File: config.mk
export PLATFORM = sky130hd
export DESIGN_NAME = cereal_tx_arbiter
export DESIGN_NICKNAME = d
export VERILOG_FILES = /design/src/rtl/cereal_pkg.sv /design/src/rtl/cereal_baud_gen.sv /design/src/rtl/cereal_tx_arbiter.sv
export SDC_FILE = /design/constraint.sdc
export NUM_CORES = 1
export LEC_CHECK = 0
export BUFFER_PORTS_ARGS = -buffer_cell sky130_fd_sc_hd__buf_4
export CAP_MARGIN = 20
export CORE_MARGIN = 2
export CORE_UTILIZATION = 37
export DETAILED_ROUTE_END_ITERATION = 6
export GPL_TIMING_DRIVEN = 0
export HOLD_SLACK_MARGIN = 0.12
export PLACE_DENSITY = 0.64
export SETUP_SLACK_MARGIN = 0.3
export SYNTH_ARGS = -nofsm -noshare
export SYNTH_HDL_FRONTEND = slang
export SYNTH_HIERARCHICAL = 1
export SYNTH_SLANG_ARGS = --single-unit
File: constraint.sdc
create_clock -name i_clk -period 3.6 [get_ports i_clk]
set_input_delay 0.54 -clock i_clk [delete_from_list [all_inputs] [get_ports i_clk]]
set_output_delay 0.54 -clock i_clk [all_outputs]
set_load 0.05 [all_outputs]
File: src/rtl/cereal_pkg.sv
// rtl/cereal_pkg.sv - shared state type and frame constants for the cereal transmit arbiter
package cereal_pkg;

   typedef enum logic [1:0] {
      FLUSH = 2'd0,
      IDLE  = 2'd1,
      START = 2'd2,
      WAIT  = 2'd3
   } arb_state_t;

   // Baud pulses the transmitter needs for start bit + 8 data bits + stop bit
   localparam int FRAME_PULSES = 10;
   // One pulse more than a frame, so any frame in flight at reset has drained
   localparam int FLUSH_PULSES = 11;
   localparam int PULSE_CNT_W  = 4;

endpackage

File: src/rtl/cereal_baud_gen.sv
// rtl/cereal_baud_gen.sv - free-running baud tick generator, one-cycle pulse every BAUD_DIV clocks
module cereal_baud_gen
   import cereal_pkg::*;
#(
   parameter int BAUD_DIV = 434
) (
   input  logic i_clk,
   input  logic i_rst,
   output logic o_tx_pulse
);

   localparam int CNT_W = (BAUD_DIV > 2) ? $clog2(BAUD_DIV) : 1;
   localparam logic [CNT_W-1:0] CNT_LAST = CNT_W'(BAUD_DIV - 1);

   logic [CNT_W-1:0] r_cnt;
   logic             w_wrap;

   assign w_wrap     = (r_cnt == CNT_LAST);
   assign o_tx_pulse = w_wrap;

   // divider counts 0..BAUD_DIV-1 regardless of what the arbiter is doing
   always_ff @(posedge i_clk) begin
      if (i_rst) begin
         r_cnt <= '0;
      end else if (w_wrap) begin
         r_cnt <= '0;
      end else begin
         r_cnt <= r_cnt + 1'b1;
      end
   end

endmodule

File: src/rtl/cereal_tx_arbiter.sv
// rtl/cereal_tx_arbiter.sv - shares one cereal transmitter among N_REQ byte producers; CEREAL_ARB_FIXED_PRIO_EN selects fixed priority
module cereal_tx_arbiter
   import cereal_pkg::*;
#(
   parameter int N_REQ    = 4,
   parameter int BAUD_DIV = 434
) (
   input  logic                       i_clk,
   input  logic                       i_rst,
   input  logic [N_REQ-1:0]           i_req_valid,
   input  logic [8*N_REQ-1:0]         i_req_data,
   output logic [N_REQ-1:0]           o_req_ready,
   output logic                       o_tx_pulse,
   output logic [7:0]                 o_tx_data,
   output logic                       o_tx_start,
   output logic                       o_busy,
   output logic [$clog2(N_REQ)-1:0]   o_grant_id
);

   localparam int ID_W = $clog2(N_REQ);
   localparam logic [PULSE_CNT_W-1:0] CNT_FLUSH_LAST = PULSE_CNT_W'(FLUSH_PULSES - 1);
   localparam logic [PULSE_CNT_W-1:0] CNT_FRAME_LAST = PULSE_CNT_W'(FRAME_PULSES - 1);

   arb_state_t             r_state;
   arb_state_t             w_next_state;
   logic [PULSE_CNT_W-1:0] r_cnt;
   logic [7:0]             r_tx_data;
   logic [ID_W-1:0]        r_grant;
   logic [ID_W-1:0]        w_ptr;
   logic [ID_W:0]          w_pick;
   logic                   w_found;
   logic [ID_W-1:0]        w_win_id;
   logic [7:0]             w_win_data;
   logic                   w_pulse;

   // First valid requester at or after 'start', wrapping; MSB flags that one was found
   function automatic logic [ID_W:0] pick_winner(input logic [N_REQ-1:0] valid,
                                                 input logic [ID_W-1:0]  start);
      logic [ID_W:0] res;
      int            idx;
      res = '0;
      for (int i = N_REQ - 1; i >= 0; i--) begin
         idx = (int'(start) + i) % N_REQ;
         if (valid[ID_W'(idx)]) begin
            res = {1'b1, ID_W'(idx)};
         end
      end
      return res;
   endfunction

   cereal_baud_gen #(
      .BAUD_DIV (BAUD_DIV)
   ) u_baud (
      .i_clk      (i_clk),
      .i_rst      (i_rst),
      .o_tx_pulse (w_pulse)
   );

   assign w_pick     = pick_winner(i_req_valid, w_ptr);
   assign w_found    = w_pick[ID_W];
   assign w_win_id   = w_pick[ID_W-1:0];
   assign w_win_data = i_req_data[{w_win_id, 3'b000} +: 8];

   assign o_tx_pulse = w_pulse;
   assign o_tx_data  = r_tx_data;
   assign o_grant_id = r_grant;

`ifdef CEREAL_ARB_FIXED_PRIO_EN
   assign w_ptr = '0;
`else
   logic [ID_W-1:0] r_ptr;

   assign w_ptr = r_ptr;

   // search start moves just past the requester that was served
   always_ff @(posedge i_clk) begin
      if (i_rst) begin
         r_ptr <= '0;
      end else if (r_state == IDLE && w_found) begin
         r_ptr <= ID_W'((int'(w_win_id) + 1) % N_REQ);
      end
   end
`endif

   // state register
   always_ff @(posedge i_clk) begin
      if (i_rst) begin
         r_state <= FLUSH;
      end else begin
         r_state <= w_next_state;
      end
   end

   // next-state: pulses are counted only in FLUSH and WAIT, never in START
   always_comb begin
      w_next_state = r_state;
      unique case (r_state)
         FLUSH:   if (w_pulse && r_cnt == CNT_FLUSH_LAST) w_next_state = IDLE;
         IDLE:    if (w_found) w_next_state = START;
         START:   w_next_state = WAIT;
         WAIT:    if (w_pulse && r_cnt == CNT_FRAME_LAST) w_next_state = IDLE;
         default: w_next_state = FLUSH;
      endcase
   end

   // outputs decoded from the current state; ready is a same-cycle grant in IDLE
   always_comb begin
      o_req_ready = '0;
      o_tx_start  = 1'b0;
      o_busy      = 1'b1;
      unique case (r_state)
         IDLE: begin
            o_busy = 1'b0;
            if (w_found) o_req_ready = N_REQ'(1) << w_win_id;
         end
         START:   o_tx_start = 1'b1;
         default: ;
      endcase
   end

   // pulse counter and the byte/grant latched at accept time
   always_ff @(posedge i_clk) begin
      if (i_rst) begin
         r_cnt     <= '0;
         r_tx_data <= 8'h00;
         r_grant   <= '0;
      end else begin
         unique case (r_state)
            FLUSH, WAIT: begin
               if (w_pulse) r_cnt <= (w_next_state == IDLE) ? '0 : r_cnt + 1'b1;
            end
            START: r_cnt <= '0;
            IDLE: begin
               if (w_found) begin
                  r_tx_data <= w_win_data;
                  r_grant   <= w_win_id;
               end
            end
            default: ;
         endcase
      end
   end

endmodule
==> flow_metrics.env, run 1 <==
export IMPL_syn_to_final_growth_pct=29.9
export IMPL_netlist_area_um2=1730
export IMPL_period_share_pct=75.4
export IMPL_rsz0062_at_grt="false"
export IMPL_dpl_hpwl_um=3200
export IMPL_ys_warn_count=6
export IMPL_grt_pass1_wl_um=6670
export IMPL_setup_tns_final_ps=0
export IMPL_crit_path_max_fanout=6
export IMPL_slew_headroom_pct=58.5
export IMPL_io_pins=55
export IMPL_ir_worst_vdd_mv=0.240
export IMPL_multi_input_area_um2=1090
export IMPL_status="finished, final reports clean"
export IMPL_antenna_cells=0
export IMPL_clk_pin_slew_ps=90
export IMPL_place_gp_congestion=0.830
export IMPL_postSynthCellCount=189
export IMPL_tightest_slew_ps=617
export IMPL_max_cap_violations=0
export IMPL_yosys_register_bits=27
export IMPL_cts_root_buf="clkbuf_8"
export IMPL_clk_path_buf_depth=2
export IMPL_p_leak_uw=0.000915
export IMPL_numCtsBuffers=3
export IMPL_drive_gt1_share_pct=31.2
export IMPL_h_tree_depth=1
export IMPL_setup_violations_final=0
export IMPL_clock_sinks=27
export IMPL_firstDrtPassIters=6
export IMPL_register_area_um2=541
export IMPL_skew_ps=1.99
export IMPL_routed_via_density=5.27
export IMPL_min_path_type="in2reg"
export IMPL_cp_arrival_ps=2870
export IMPL_finalPower_uw=575
export IMPL_postCtsHoldBufs=0
export IMPL_grt_total_usage_pct=15.9
export IMPL_synth_fp_nets=240
export IMPL_dieArea_um2=5240
export IMPL_die_y_um=72.4
export IMPL_finalNetCount=299
export IMPL_n_fill_cell=414
export IMPL_placementRows=24
export IMPL_cts_tree="built"
export IMPL_finalCriticalPeriod_ps=2720
export IMPL_slew_viol_final=0
export IMPL_dr_total_vias=1575
export IMPL_crit_type="reg2reg"
export IMPL_first_iter_violations=37
export IMPL_grt_overflow_total=0
export IMPL_post_cts_buffers=0
export IMPL_cts_resized_gates=0
export IMPL_start_util_pct=39.2
export IMPL_hold_viol=0
export IMPL_avgSynthCellArea_um2=9.15
export IMPL_crit_required_ps=3750
export IMPL_ant_nets=0
export IMPL_crit_path_start_kind="register"
export IMPL_synth_cell_types=43
export IMPL_core_area_um2=4410
export IMPL_p_per_area_nw_per_um2=256
export IMPL_grt_pass1_vias=1470
export IMPL_port_buffers=54
export IMPL_worstSkewPairLatency_ps=270
export IMPL_max_freq_mhz=368
export IMPL_drc_errors=0
export IMPL_routed_wl_um=4070
export IMPL_die_w_um=72.4
export IMPL_post_drt_wl_per_cell_um=13.6
export IMPL_grt_max_degree=16
export IMPL_antenna_found_initial=0
export IMPL_ys_seq_area_share_pct=31.3
export IMPL_endpoint_kind="register"
[power breakdown]
part | internal (uW) | switching (uW)
registers | 305 | 7.54
clock network | 77.7 | 97.8
logic | 49.0 | 38.7
total | 431 | 144
[flip-flops by register name, summed over array words and instances (netlist names)]
signal	cells
o_grant_id	2
o_tx_data	8
r_cnt	4
r_ptr	2
r_state	2
u_baud/r_cnt	9
[synth_stat cells]
cell type	n	area, um^2
nand4_2	1	12.5
or3b_1	1	8.76
nor2_1	9	33.8
a2111oi_0	2	17.5
nand4b_1	2	17.5
a21o_1	1	7.51
o41a_1	1	11.3
inv_2	1	3.75
nand3_1	4	20.0
a21oi_1	12	60.1
ha_1	13	163
o21bai_1	1	7.51
a21boi_0	1	7.51
o211ai_1	1	7.51
nor3b_1	1	7.51
nor2b_1	2	12.5
or4_1	2	15.0
o22ai_1	1	6.26
xnor2_1	2	17.5
inv_1	14	52.6
a211oi_1	2	15.0
a2111oi_2	1	15.0
o221ai_2	8	120
mux2i_1	16	160
nand3b_1	8	60.1
nand2_1	15	56.3
o31ai_4	1	21.3
or3_4	1	11.3
xor2_1	2	17.5
o221ai_1	3	26.3
or3_1	4	25.0
o311ai_1	1	8.76
and2_1	4	25.0
o22ai_2	1	12.5
nand2b_1	2	12.5
dfxtp_1	27	541
a31oi_1	3	18.8
nor3_1	5	25.0
nand4_1	1	6.26
o21ai_0	4	20.0
buf_2	4	20.0
buf_6	1	11.3
clkbuf_1	3	11.3
[critical path, stage by stage, from the launching register on]
cell       delay, ps
dfxtp_1          380
or3_4            430
nor3_1           530
nand4b_1         190
a2111oi_0        560
a211oi_1         210
o21ai_0          200
a21oi_1           80
[cell usage in the layout (no fill, tap or decap), types with 2 or more instances in the layout]
| cell | netlist | layout |
|---|---|---|
| buf_4 | 0 | 54 |
| dfxtp_1 | 27 | 27 |
| mux2i_1 | 16 | 16 |
| nand2_1 | 15 | 15 |
| inv_1 | 14 | 14 |
| ha_1 | 13 | 13 |
| a21oi_1 | 12 | 12 |
| nor2_1 | 9 | 9 |
| nand3b_1 | 8 | 8 |
| o221ai_2 | 8 | 8 |
| nor3_1 | 5 | 5 |
| buf_2 | 4 | 4 |
| and2_1 | 4 | 4 |
| o21ai_0 | 4 | 4 |
| or3_1 | 4 | 4 |
| nand3_1 | 4 | 4 |
| o221ai_1 | 3 | 3 |
| clkbuf_1 | 3 | 3 |
| clkbuf_8 | 0 | 3 |
| a31oi_1 | 3 | 3 |
| or4_1 | 2 | 2 |
| nand4b_1 | 2 | 2 |
| a2111oi_0 | 2 | 2 |
| a211oi_1 | 2 | 2 |
| nand2b_1 | 2 | 2 |
| nor2b_1 | 2 | 2 |
| xnor2_1 | 2 | 2 |
| xor2_1 | 2 | 2 |
[stage by stage]
step	instance area [um^2]	instances	worst slack, ps	utilization, %	hold WS, ps
floorplan	1730	189	386	-	454
global placement	2200	295	890	49.8	466
detailed placement	2200	295	837	49.8	465
CTS	2250	299	821	50.9	464
global route	2250	299	493	50.9	464
finish	2250	299	885	50.9	469
[worst paths after layout]
| check | startpoint | to | slack, ps | cells after the start |
|---|---|---|---|---|
| worst max-delay path | u_baud/r_cnt[2] | r_cnt[3] | 880 | 7 |
| worst min-delay path | i_rst | u_baud/r_cnt[5] | 470 | 2 |
| worst max register to register | u_baud/r_cnt[2] | r_cnt[3] | 880 | 7 |
| worst min register to register | o_grant_id[1] | o_grant_id[1] | 470 | 2 |
[cell type report]
| type | instances | area share (%) |
|---|---|---|
| Timing Repair Buffer | 54 | 18.1 |
| Clock inverter | 1 | 0.223 |
| Inverter | 15 | 2.51 |
| Clock buffer | 3 | 1.84 |
| Buffer | 8 | 1.89 |
| Multi-Input combinational cell | 139 | 48.5 |
| Tap cell | 52 | 2.90 |
| Sequential cell | 27 | 24.1 |
[routing by layer]
metal	up-vias	GRT usage, %	part of all wire [%]
met1	730	21.4	48
li1	810	-	-
met5	-	0	0
met2	29	25.8	46
met3	6	3.47	4.7
met4	0	3.77	1.0
[logic make-up after synthesis]
kind of cell | synth area share, %
and+or+nand+nor | 20.2
AOI/OAI and AO/OA | 22.1
DFF | 31.3
buffers and inverters | 5.72
muxes | 9.26
adders and majority gates | 9.41
xor gates and xnor gates | 2.03
(Power assumes the default switching activity.)
==> run 2, diff against run 1 <==
==> constraint.sdc (replaced) <==
create_clock -name i_clk -period 2.8 [get_ports i_clk]
set_input_delay 0.42 -clock i_clk [delete_from_list [all_inputs] [get_ports i_clk]]
set_output_delay 0.42 -clock i_clk [all_outputs]
set_load 0.05 [all_outputs]
==> run 2 against run 1 <==
  * Count of clock-buffer cells in the layout increased by 1
  * Sequential power up 29%
  * Sequential cell count stayed put
  * Core utilization rose by 0.43 points
  * Combinational power grew 30%
  * Sequential share of layout area is 0.20 points lower
  * Via count shrank 2.1%
  * Global-route usage rose by 0.22 points
  * First-iteration DRC count is 16% higher
  * Total power increased by 27%
  * Cell area up 0.84%
==> flow_metrics.env, run 2 (synthesis gave the netlist of run 1 again) <==
export IMPL_status="finished, final reports clean"
export IMPL_slew_viol_final=0
export IMPL_drc_errors=0
export IMPL_layout_commonest_cell="buf_4"
export IMPL_setup_violations_final=0
export IMPL_antenna_cells=0
export IMPL_antenna_found_initial=0
export IMPL_grt_total_usage_pct=16.1
export IMPL_dp_cells=295
export IMPL_setup_tns_final_ps=0
export IMPL_post_drt_wl_per_cell_um=13.3
export IMPL_cpLargestDelayFamily="compound AO/OA/AOI/OAI gates"
export IMPL_crit_path_start_kind="register"
export IMPL_place_area_um2=2210
export IMPL_finalNetCount=299
export IMPL_crit_path_max_fanout=5
export IMPL_p_per_area_nw_per_um2=322
export IMPL_p_seq_share_pct=55.1
export IMPL_grt_pass1_vias=1472
export IMPL_grt_pass1_wl_um=6780
export IMPL_port_buffers=54
export IMPL_p_comb_share_pct=15.6
export IMPL_regMostFlops="u_baud/r_cnt"
export IMPL_finalCriticalPeriod_ps=2300
export IMPL_drive_gt1_share_pct=31.6
export IMPL_power_frac_clock_pct=29.3
export IMPL_cts_root_buf="clkbuf_8"
export IMPL_max_cap_violations=0
export IMPL_endpoint_kind="register"
export IMPL_path_cells="ha_1, nand2_1, nor3_4, nand4b_1, a2111oi_2, a211oi_1, o22ai_1, a21oi_1"
export IMPL_cts_tree="built"
export IMPL_first_iter_violations=43
export IMPL_dr_total_vias=1542
export IMPL_die_y_um=72.4
export IMPL_rsz0062_at_grt="true"
export IMPL_ir_worst_vdd_mv=0.298
export IMPL_slowest_stage="a2111oi_2"
export IMPL_ant_nets=0
export IMPL_place_gp_congestion=0.815
export IMPL_crit_buf_inv=0
export IMPL_intPower_uw=557
export IMPL_min_path_type="in2reg"
export IMPL_dieArea_um2=5240
export IMPL_tightest_slew_ps=501
export IMPL_start_util_pct=39.2
export IMPL_placementRows=24
export IMPL_slew_headroom_pct=66.3
export IMPL_routed_via_density=5.16
export IMPL_period_share_pct=82.3
export IMPL_h_tree_depth=1
export IMPL_final_cell_mix="buf_4 (54), dfxtp_1 (27), mux2i_1 (16)"
export IMPL_largest_reg_flops=9
export IMPL_die_w_um=72.4
export IMPL_worstSkewPairLatency_ps=270
export IMPL_hold_viol=0
export IMPL_p_leak_uw=0.000914
export IMPL_syn_to_final_growth_pct=31.0
export IMPL_io_pins=55
export IMPL_cp_arrival_ps=2450
export IMPL_grt_overflow_total=0
export IMPL_clock_sinks=27
export IMPL_layoutNonFillerInstCount=299
export IMPL_clk_path_buf_depth=2
export IMPL_grt_max_degree=15
export IMPL_setup_slack_ps=496
export IMPL_crit_required_ps=2950
export IMPL_dpl_hpwl_um=3190
export IMPL_core_area_um2=4410
export IMPL_switching_share_pct=23.6
export IMPL_design_area_um2=2260
export IMPL_p_sw_uw=172
export IMPL_place_ws_ps=315
export IMPL_firstDrtPassIters=4
export IMPL_cpPeakStageDelay_ps=450
export IMPL_max_freq_mhz=434
export IMPL_crit_type="reg2reg"
export IMPL_routed_wl_um=3990
export IMPL_n_fill_cell=452
export IMPL_numCtsBuffers=3
export IMPL_finalPower_uw=728
export IMPL_clk_pin_slew_ps=90
export IMPL_skew_ps=5.85
==> run 2: cell type report <==
type                            count  area [um^2]  share of cell area (%)
Clock buffer                        4         45.0                    1.99
Buffer                              8         45.0                    1.99
Tap cell                           52         65.1                    2.87
Timing Repair Buffer               54          405                    17.9
Inverter                           15         56.3                    2.49
Multi-Input combinational cell    139         1110                    48.9
Sequential cell                    27          541                    23.9
==> run 2: per-layer routing <==
metal	GRT usage [%]	part of all wire (%)
met2	26.5	49
met1	22.3	47
met5	0	0
met3	2.92	3.2
met4	2.52	0.60
==> run 2: final timing paths <==
check	cells after the start	slack, ps	endpoint	start
worst min register to register	2	480	o_grant_id[1]	o_grant_id[1]
worst max register to register	8	500	r_cnt[2]	u_baud/r_cnt[0]
worst max-delay path	8	500	r_cnt[2]	u_baud/r_cnt[0]
worst min-delay path	2	350	u_baud/r_cnt[5]	i_rst
==> run 2: stage by stage <==
| step | hold slack [ps] | utilization, % |
|---|---|---|
| 2_1_floorplan | 454 | - |
| 3_3_place_gp | 470 | 50.1 |
| 3_5_place_dp | 465 | 50.1 |
| 4_1_cts | 348 | 51.1 |
| 5_1_grt | 359 | 51.3 |
| 6_report | 351 | 51.3 |
==> run 2: repair_timing <==
item                                    4_1_cts  5_1_grt
endpoints found under the setup margin        0        6
gates resized for setup                       0        3
setup buffers                                 0        0
hold buffers                                  0        0
==> run 2: worst register-to-register path, delay by kind of cell, from the launching register on <==
kind                     cells  cell delay, ps
AO/OA/AOI/OAI                4             900
AND/OR/NAND/NOR              3             710
flip-flops                   1             420
adder cells (fa/ha/maj)      1             180
==> run 2: power groups by stage <==
stage	sequential (uW)	combinational [uW]	clock, uW
after floorplan	408	60.8	0
after global placement	410	113	0
after detailed placement	410	115	0
after CTS	401	115	226
after global routing	404	128	239
final	401	114	213
==> run 3, diff against run 2 <==
--- a/config.mk
+++ b/config.mk
@@ -5,6 +5,7 @@
 export SDC_FILE = /design/constraint.sdc
 export NUM_CORES = 1
 export LEC_CHECK = 0
+export ABC_AREA = 1
 export BUFFER_PORTS_ARGS = -buffer_cell sky130_fd_sc_hd__buf_4
 export CAP_MARGIN = 20
 export CORE_MARGIN = 2
@@ -12,7 +13,7 @@
 export DETAILED_ROUTE_END_ITERATION = 6
 export GPL_TIMING_DRIVEN = 0
 export HOLD_SLACK_MARGIN = 0.12
-export PLACE_DENSITY = 0.64
+export PLACE_DENSITY = 0.62
 export SETUP_SLACK_MARGIN = 0.3
 export SYNTH_ARGS = -nofsm -noshare
 export SYNTH_HDL_FRONTEND = slang
==> constraint.sdc (replaced) <==
create_clock -name i_clk -period 2.3 [get_ports i_clk]
set_input_delay 0.345 -clock i_clk [delete_from_list [all_inputs] [get_ports i_clk]]
set_output_delay 0.345 -clock i_clk [all_outputs]
set_load 0.05 [all_outputs]
==> run 3 against run 2 <==
  * The flow now finishes with violations (negative setup slack)
  * Worst hold slack better by 20 ps
  * Non-clock buffer count increased by 8
  * Highest routed layer unchanged
  * Critical path type is now reg2out
  * Critical path depth up 8
==> flow_metrics.env, run 3 <==
export IMPL_ys_top_cells_by_area="dfxtp_1 (25%), nand2_1 (12%), nand3_1 (12%), inv_1 (12%), ha_1 (7.4%)"
export IMPL_setup_slack_ps=-18.6
export IMPL_finalPower_uw=982
export IMPL_avgSynthCellArea_um2=6.27
export IMPL_synthAdderAreaFrac_pct=7.41
export IMPL_synth_top_area_share_pct=24.6
export IMPL_violations="negative setup slack"
export IMPL_die_y_um=81.0
export IMPL_setup_violations_final=1
export IMPL_ant_nets=0
export IMPL_dr_total_vias=2234
export IMPL_endpoint_kind="output pin"
export IMPL_skew_ps=5.16
export IMPL_grt_overflow_total=0
export IMPL_synth_edf_count=0
export IMPL_p_comb_share_pct=24.7
export IMPL_worstSkewPairLatency_ps=270
export IMPL_slew_viol_final=0
export IMPL_drc_errors=0
export IMPL_p_seq_share_pct=48.4
export IMPL_netlist_area_um2=2190
export IMPL_port_buffers=54
export IMPL_core_area_um2=5820
export IMPL_clock_sinks=27
export IMPL_crit_path_max_fanout=8
export IMPL_intPower_uw=709
export IMPL_dieArea_um2=6560
export IMPL_antenna_found_initial=0
export IMPL_grt_total_usage_pct=16.6
export IMPL_largest_reg_flops=9
export IMPL_ys_warn_count=6
export IMPL_postSynthCellCount=350
export IMPL_p_sw_uw=273
export IMPL_clk_pin_slew_ps=90
export IMPL_synth_top_family_by_area="simple AND/OR/NAND/NOR gates"
export IMPL_tightest_slew_ps=408
export IMPL_antenna_cells=0
export IMPL_routed_via_density=4.55
export IMPL_dpl_hpwl_um=3840
export IMPL_ir_worst_vdd_mv=0.214
export IMPL_fin_hold_ws_ps=372
export IMPL_numCtsBuffers=3
export IMPL_synth_cell_types=29
export IMPL_first_iter_violations=90
export IMPL_layout_commonest_cell="nand2_1"
export IMPL_cts_tree="built"
export IMPL_h_tree_depth=1
export IMPL_yosysMostFrequentCell="nand2_1"
export IMPL_status="finished with violations"
export IMPL_synth_compound_area_share_pct=5.42
export IMPL_finalCriticalPeriod_ps=2320
export IMPL_routed_wl_um=5100
export IMPL_grt_pass1_vias=2121
export IMPL_drive_gt1_share_pct=36.5
export IMPL_p_per_area_nw_per_um2=324
export IMPL_synth_simple_gate_area_share_pct=44.2
export IMPL_firstDrtPassIters=4
export IMPL_crit_required_ps=1960
export IMPL_synth_common_cells="nand2_1 (70), inv_1 (68), nand3_1 (52), nor2_1 (37), dfxtp_1 (27)"
export IMPL_clk_path_buf_depth=2
export IMPL_p_leak_uw=0.00151
export IMPL_crit_path_start_kind="register"
export IMPL_finalNetCount=468
export IMPL_start_util_pct=37.7
export IMPL_switching_share_pct=27.8
export IMPL_hold_viol=0
export IMPL_ys_flop_type="dfxtp_1"
export IMPL_place_gp_congestion=0.770
export IMPL_timing_reg2reg_setup_slack_ps=440
export IMPL_final_cell_mix="nand2_1 (65), inv_1 (62), buf_4 (60)"
export IMPL_yosys_area_top_type="dfxtp_1"
export IMPL_syn_to_final_growth_pct=38.1
export IMPL_grt_pass1_wl_um=8860
export IMPL_power_frac_clock_pct=26.9
export IMPL_die_w_um=81.0
export IMPL_min_path_type="in2reg"
export IMPL_regMostFlops="u_baud/r_cnt"
export IMPL_slew_headroom_pct=72.8
export IMPL_met1_usage_pct=21.5
export IMPL_max_freq_mhz=431
export IMPL_use_met3_pct=1.44
export IMPL_crit_type="reg2out"
export IMPL_post_drt_wl_per_cell_um=10.4
export IMPL_cp_arrival_ps=1970
export IMPL_synthArstFlopShare_pct=0
export IMPL_synth_fp_nets=401
export IMPL_io_pins=55
export IMPL_rsz0062_at_grt="true"
export IMPL_synth_xor_area_share_pct=1.60
export IMPL_grt_max_degree=15
export IMPL_max_cap_violations=0
export IMPL_n_fill_cell=597
export IMPL_muxShareOfSynthArea_pct=0.513
export IMPL_cts_root_buf="clkbuf_8"
export IMPL_placementRows=28
export IMPL_use_met2_pct=29.7
export IMPL_busiest_layer="met2"
export IMPL_period_share_pct=101
export IMPL_ys_seq_area_share_pct=24.6
export IMPL_yosys_register_bits=27
[run 3: changes by cell type after synthesis, moves of 7 or more]
cell      delta
nand2_1     +55
inv_1       +54
nand3_1     +48
nor2_1      +28
nand2_2     +25
mux2i_1     -16
inv_2        +8
o221ai_2     -8
nand3b_1     -7
[run 3: kinds of logic (layout without fill, tap and decap cells)]
group,count (synthesis),in the layout
and+or+nand+nor,200,200
DFF,27,27
AOI/OAI and AO/OA,20,20
muxes,1,1
adders and majority gates,13,13
xor gates and xnor gates,4,4
buffers and inverters,85,151
[run 3: power by group through the flow]
stage          Sequential (uW)  Combinational (uW)  Clock [uW]
6_report                   475                 242         265
5_1_grt                    477                 269         285
4_1_cts                    476                 242         274
3_5_place_dp               488                 209           0
3_3_place_gp               488                 207           0
2_1_floorplan              487                 134           0
[run 3: layer usage]
layer | share of wire, % | vias up | routed length (um)
li1 | - | 1191 | -
met1 | 47 | 1000 | 2390
met2 | 49 | 37 | 2480
met3 | 3.3 | 6 | 166
met4 | 1.2 | 0 | 62
met5 | 0 | - | 0
[run 3: stage by stage]
step | util (%) | setup slack, ps | area [um^2] | setup TNS, ps | cells
detailed placement | 46.9 | 65.6 | 2730 | 0 | 479
finish | 52.1 | -18.6 | 3030 | -18.6 | 491
global placement | 46.9 | 85.4 | 2730 | 0 | 479
global route | 52.1 | -112 | 3030 | -330 | 491
floorplan | - | 299 | 2230 | 0 | 350
CTS | 51.5 | -14.9 | 3000 | -14.9 | 491
[run 3: cell type report]
class | count | area [um^2] | share of cell area (%)
Timing Repair Buffer | 62 | 499 | 16.5
Buffer | 8 | 72.6 | 2.39
Tap cell | 75 | 93.8 | 3.10
Sequential cell | 27 | 551 | 18.2
Multi-Input combinational cell | 238 | 1460 | 48.0
Clock buffer | 4 | 45.0 | 1.49
Inverter | 77 | 315 | 10.4
[run 3: path summary, 6_finish.rpt]
path                        start         endpoint  depth (start not counted)
setup reg to reg         r_ptr[0]     o_tx_data[3]                         15
hold reg to reg   u_baud/r_cnt[0]  u_baud/r_cnt[0]                          1
setup / recovery         r_ptr[0]   o_req_ready[1]                         16
hold / removal              i_rst     o_tx_data[2]                          4
[run 3: repair_timing]
item / CTS / global route
resized for setup: 44 / 12
endpoints found under the setup margin: 4 / 8
buffers inserted: 7 / 0
pin swaps: 12 / 12
cloned: 1 / 0
hold buffers: 0 / 0
[run 3: critical path, cell delays in order, from the launching register on]
cell     delay [ps]
dfxtp_4         380
inv_6           100
nand2_1          90
nand2_2          90
nand2_2          80
nand2_4          90
inv_2            40
nand2_2          60
nand2_4          60
nand2_8          60
nand2_4          50
buf_8           140
inv_8            60
ha_4            120
inv_2            40
nor2_4          100
buf_8           150
